### src/rtl/pipe_stage_reg.sv
// Two-entry pipeline stage register (head + skid) with valid/ready handshake,
// registered in_ready, halt lock, synchronous flush and saturating
// stall/bubble performance counters.
module pipe_stage_reg #(
    parameter int unsigned       DATA_W      = 16,
    parameter int unsigned       CTRL_W      = 12,
    parameter logic [CTRL_W-1:0] BUBBLE_CTRL = '0,
    parameter int unsigned       CNT_W       = 16
) (
    input  logic              clk,
    input  logic              rst_n,
    input  logic              in_valid,
    output logic              in_ready,
    input  logic [CTRL_W-1:0] in_ctrl,
    input  logic [DATA_W-1:0] in_data,
    input  logic              in_halt,
    output logic              out_valid,
    input  logic              out_ready,
    output logic [CTRL_W-1:0] out_ctrl,
    output logic [DATA_W-1:0] out_data,
    output logic              out_halt,
    input  logic              flush,
    output logic [CNT_W-1:0]  stall_cnt,
    output logic [CNT_W-1:0]  bubble_cnt
);

    typedef enum logic [1:0] {
        EMPTY = 2'd0,
        ONE   = 2'd1,
        TWO   = 2'd2
    } state_t;

    state_t            state_q, state_d;
    logic              halt_lock_q, halt_lock_d;
    logic              in_ready_q, in_ready_d;
    logic [CTRL_W-1:0] head_ctrl_q, head_ctrl_d;
    logic [DATA_W-1:0] head_data_q, head_data_d;
    logic              head_halt_q, head_halt_d;
    logic [CTRL_W-1:0] skid_ctrl_q, skid_ctrl_d;
    logic [DATA_W-1:0] skid_data_q, skid_data_d;
    logic              skid_halt_q, skid_halt_d;
    logic [CNT_W-1:0]  stall_cnt_q, stall_cnt_d;
    logic [CNT_W-1:0]  bubble_cnt_q, bubble_cnt_d;

    logic in_xfer;
    logic out_xfer;
    logic head_valid;

    // Head registers are kept at bubble values while empty, so outputs need no mux.
    assign head_valid = (state_q != EMPTY);
    assign out_valid  = head_valid;
    assign out_ctrl   = head_ctrl_q;
    assign out_data   = head_data_q;
    assign out_halt   = head_halt_q;
    assign in_ready   = in_ready_q;
    assign stall_cnt  = stall_cnt_q;
    assign bubble_cnt = bubble_cnt_q;

    assign in_xfer  = in_valid & in_ready_q;
    assign out_xfer = head_valid & out_ready;

    // Next-state, entry movement, halt lock, registered ready and counters.
    always_comb begin
        state_d      = state_q;
        halt_lock_d  = halt_lock_q;
        head_ctrl_d  = head_ctrl_q;
        head_data_d  = head_data_q;
        head_halt_d  = head_halt_q;
        skid_ctrl_d  = skid_ctrl_q;
        skid_data_d  = skid_data_q;
        skid_halt_d  = skid_halt_q;
        stall_cnt_d  = stall_cnt_q;
        bubble_cnt_d = bubble_cnt_q;

        unique case (state_q)
            EMPTY: begin
                if (in_xfer) begin
                    state_d     = ONE;
                    head_ctrl_d = in_ctrl;
                    head_data_d = in_data;
                    head_halt_d = in_halt;
                end
            end
            ONE: begin
                if (in_xfer && out_xfer) begin
                    head_ctrl_d = in_ctrl;
                    head_data_d = in_data;
                    head_halt_d = in_halt;
                end else if (in_xfer) begin
                    state_d     = TWO;
                    skid_ctrl_d = in_ctrl;
                    skid_data_d = in_data;
                    skid_halt_d = in_halt;
                end else if (out_xfer) begin
                    state_d     = EMPTY;
                    head_ctrl_d = BUBBLE_CTRL;
                    head_data_d = '0;
                    head_halt_d = 1'b0;
                end
            end
            TWO: begin
                if (out_xfer) begin
                    state_d     = ONE;
                    head_ctrl_d = skid_ctrl_q;
                    head_data_d = skid_data_q;
                    head_halt_d = skid_halt_q;
                end
            end
            default: begin
                state_d     = EMPTY;
                head_ctrl_d = BUBBLE_CTRL;
                head_data_d = '0;
                head_halt_d = 1'b0;
            end
        endcase

        if (in_xfer && in_halt) begin
            halt_lock_d = 1'b1;
        end

        // Flush overrides every transfer decided above.
        if (flush) begin
            state_d     = EMPTY;
            halt_lock_d = 1'b0;
            head_ctrl_d = BUBBLE_CTRL;
            head_data_d = '0;
            head_halt_d = 1'b0;
        end

        in_ready_d = (state_d != TWO) && !halt_lock_d;

        // Counters use the pre-flush handshake view of this cycle.
        if (head_valid && !out_ready && (stall_cnt_q != '1)) begin
            stall_cnt_d = stall_cnt_q + 1'b1;
        end
        if (!head_valid && out_ready && (bubble_cnt_q != '1)) begin
            bubble_cnt_d = bubble_cnt_q + 1'b1;
        end
    end

    // State and payload registers with asynchronous active-low reset.
    always_ff @(posedge clk or negedge rst_n) begin
        if (!rst_n) begin
            state_q      <= EMPTY;
            halt_lock_q  <= 1'b0;
            in_ready_q   <= 1'b0;
            head_ctrl_q  <= BUBBLE_CTRL;
            head_data_q  <= '0;
            head_halt_q  <= 1'b0;
            skid_ctrl_q  <= '0;
            skid_data_q  <= '0;
            skid_halt_q  <= 1'b0;
            stall_cnt_q  <= '0;
            bubble_cnt_q <= '0;
        end else begin
            state_q      <= state_d;
            halt_lock_q  <= halt_lock_d;
            in_ready_q   <= in_ready_d;
            head_ctrl_q  <= head_ctrl_d;
            head_data_q  <= head_data_d;
            head_halt_q  <= head_halt_d;
            skid_ctrl_q  <= skid_ctrl_d;
            skid_data_q  <= skid_data_d;
            skid_halt_q  <= skid_halt_d;
            stall_cnt_q  <= stall_cnt_d;
            bubble_cnt_q <= bubble_cnt_d;
        end
    end

endmodule
### config.mk
export PLATFORM = sky130hd
export DESIGN_NAME = pipe_stage_reg
export DESIGN_NICKNAME = d
export VERILOG_FILES = /design/src/rtl/pipe_stage_reg.sv
export SDC_FILE = /design/constraint.sdc
export NUM_CORES = 1
export LEC_CHECK = 0
export CAP_MARGIN = 10
export CORE_ASPECT_RATIO = 1.25
export CORE_UTILIZATION = 40
export CTS_BUF_LIST = sky130_fd_sc_hd__clkbuf_4
export CTS_CLUSTER_SIZE = 16
export DETAILED_ROUTE_END_ITERATION = 12
export MAX_ROUTING_LAYER = met4
export PLACE_DENSITY = 0.66
export SLEW_MARGIN = 10
export SYNTH_ARGS = -nofsm -noshare
export SYNTH_HDL_FRONTEND = slang
export SYNTH_SLANG_ARGS = --single-unit
export TNS_END_PERCENT = 100
### constraint.sdc
create_clock -name clk -period 2.4 [get_ports clk]
set_input_delay 0.48 -clock clk [delete_from_list [all_inputs] [get_ports clk]]
set_output_delay 0.48 -clock clk [all_outputs]
set_load 0.01 [all_outputs]
==> impl_metrics.toml <==
[layout]
layout-drive-gt1-share_pct = 14.7
multi_input_area_um2 = 1740
fin_nets = 495
final_cell_mix = "95 x clkdlybuf4s50_1, 92 x dfrtp_1, 37 x nand2_1"
regArea_um2 = 2350
area_growth_pct = 29.7
diodes = 0
fillers = 901
layout_commonest_cell = "clkdlybuf4s50_1"
finalInstanceArea_um2 = 5440

[sta]
finalSetupTns_ns = 0
max_slew_margin_pct = 64.7
max_freq_mhz = 446
fin_skew_ns = 0.0162
setup_viol = 0
final_max_slew_viol_count = 0
fin_crit_sh_pct = 93.4
rsz0062_at_grt = "no"
worst_pin_slew_ns = 0.525
hold_viol_final = 0
finalCriticalPeriod_ns = 2.24

[yosys]
syn-instance-count = 361
synth_fp_nets = 397
synth_area_um2 = 4200
ys_async_sr_fraction_pct = 100
synth_seq_cells = 94
yosysSeqAreaShare_pct = 56.0
avgSynthCellArea_um2 = 11.6
dominantRegCellSynth = "dfrtp_1"
synth.distinct_cells = 45
yosysWarningCount = 0
synth_edf_count = 0

[setup_path]
r2r_end = "stall_cnt[1]"
worstPathArrival_ns = 1.76
rrSetupSlack_ns = 0.44
rr_startpoint = "stall_cnt[0]"
end_kind = "output pin"
cp_data_required_time_ns = 1.92
cp-startpoint = "state_q[0]"
critPathKind = "reg -> out"
cp_max_fo = 11
ff2ff_path_depth = 5
cp-start-kind = "flip-flop"

[floorplan]
ios = 97
die_area_um2 = 10900
rows = 41
core_um2 = 10200
die_x_um = 93.6
die_h_um = 117
initial_core_util_pct = 41.3

[clock_tree]
cts-root-buf = "clkbuf_4"
clock_latency_ns = 0.44
cts-htree-levels = 3
cts_tree = "done"
cts_sinks = 94
numCtsBuffers = 9
clk_transition_reported_paths_ns = 0.14
cts_buffer_depth = 2
post_cts_buffers = 0

[global_routing]
grt_pass1_wl_um = 15800
grt.total_usage_pct = 19.4
grt_max_degree = 41
grt-ovfl-total = 0
grt_pass1_vias = 3288
antenna_found_initial = 0

[route]
routed_wl_um = 9490
viasPerCell = 5.46
drc = 0
drtAntennaViolNets = 0
vias = 3232
firstDrtPassIters = 4
drtIter0Drc = 150
wl_per_cell_um = 16.0

[power_and_ir_drop]
p_int_mw = 2.71
seq_power_share_pct = 56.0
power_switching_mw = 1.19
p_per_area_nw_per_um2 = 716
peakVddDrop_mv = 0.362
pwr-share-comb_pct = 25.6
p_leak_nw = 2.34
switching_share_pct = 30.6
clkPwrFrac_pct = 18.4

[placement]
port_buffers = 96
globalplace.congestion = 0.777
dp_hpwl_um = 6340
postPlaceCellArea_um2 = 5330

[hold_path]
min_path_type = "in -> async"

[flow_run]
cap_violations = 0

[status]
outcome = "complete, no violations"
power groups by stage:
| stage | clock [mW] | combinational [mW] | sequential, mW |
|---|---|---|---|
| floorplan | 0 | 0.457 | 2.21 |
| CTS | 0.755 | 1.02 | 2.18 |
| detailed placement | 0 | 1.01 | 2.21 |
| global placement | 0 | 0.983 | 2.19 |
| finish | 0.718 | 0.999 | 2.18 |
| global route | 0.819 | 1.10 | 2.23 |
logic make-up after synthesis:
group                      after synthesis  synth area share [%]
and+or+nand+nor                         98                  13.0
DFF                                     94                  56.0
AOI/OAI and AO/OA                       91                  14.2
muxes                                   32                  8.55
xor gates and xnor gates                23                  4.80
buffers and inverters                   21                  2.77
adders and majority gates                2                 0.596
worst max path at each step:
stage	to	slack (ns)	cells past startpoint
floorplan	stall_cnt[1]	0.50	6
global placement	bubble_cnt[13]	0.22	5
finish	out_valid	0.16	2
detailed placement	bubble_cnt[13]	0.16	5
global route	out_valid	0.05	2
CTS	out_valid	0.04	2
sequential cells by signal (all words and copies together) (netlist names), 2 cells and up:
signal	cells
bubble_cnt	16
out_ctrl	12
out_data	16
skid_ctrl_q	12
skid_data_q	16
stall_cnt	16
state_q	2
layer usage:
layer	routed length [um]	global-route usage, %
met1	4100	23.1
met2	4710	31.3
met3	510	4.88
met4	174	8.10
met5	0	-
per-stage QoR:
step / util [%] / power [mW] / setup WS (ns) / instances / hold WS (ns)
after floorplan: - / 2.67 / 0.496 / 361 / 0.184
after global placement: 52.5 / 3.17 / 0.219 / 576 / 0.429
after detailed placement: 52.5 / 3.23 / 0.156 / 576 / 0.434
after CTS: 53.6 / 3.95 / 0.0379 / 592 / 0.468
after global routing: 53.6 / 4.15 / 0.0478 / 592 / 0.493
final: 53.6 / 3.90 / 0.160 / 592 / 0.496
final cells by class:
| class | instances | share of cell area (%) |
|---|---|---|
| Clock inverter | 5 | 0.506 |
| Inverter | 1 | 0.0689 |
| Clock buffer | 10 | 1.38 |
| Sequential cell | 94 | 43.3 |
| Timing Repair Buffer | 107 | 19.9 |
| Multi-Input combinational cell | 246 | 32.0 |
| Tap cell | 129 | 2.96 |
worst max-delay path, cell delays in order, from the launching register on:
cell             delay [ns]
dfrtp_2                0.53
or2_2                  0.32
clkdlybuf4s50_1        0.48
synthesized netlist by cell type (3+ instances only):
cell type	instances	area (um^2)
nand4_1	7	43.8
xnor2_1	8	70.1
and4_1	6	52.6
a21oi_1	11	55.1
xor2_1	15	131
clkbuf_1	9	33.8
mux2_2	31	349
nand2_1	37	139
a211oi_1	3	22.5
o21ai_0	30	150
nor2_1	9	33.8
and3_1	5	31.3
buf_2	7	35.0
dfrtp_1	94	2350
a21o_1	3	22.5
a22oi_1	29	218
nor3_1	4	20.0
nor4_1	4	25.0
nand3_1	14	70.1
a31oi_1	5	31.3
timing repair:
action	CTS	global route
hold buffers	1	0
setup endpoints to repair	0	1
resized for setup	0	2
endpoints found under the hold margin	28	0
No activity file was read; power rests on OpenSTA's default activity.
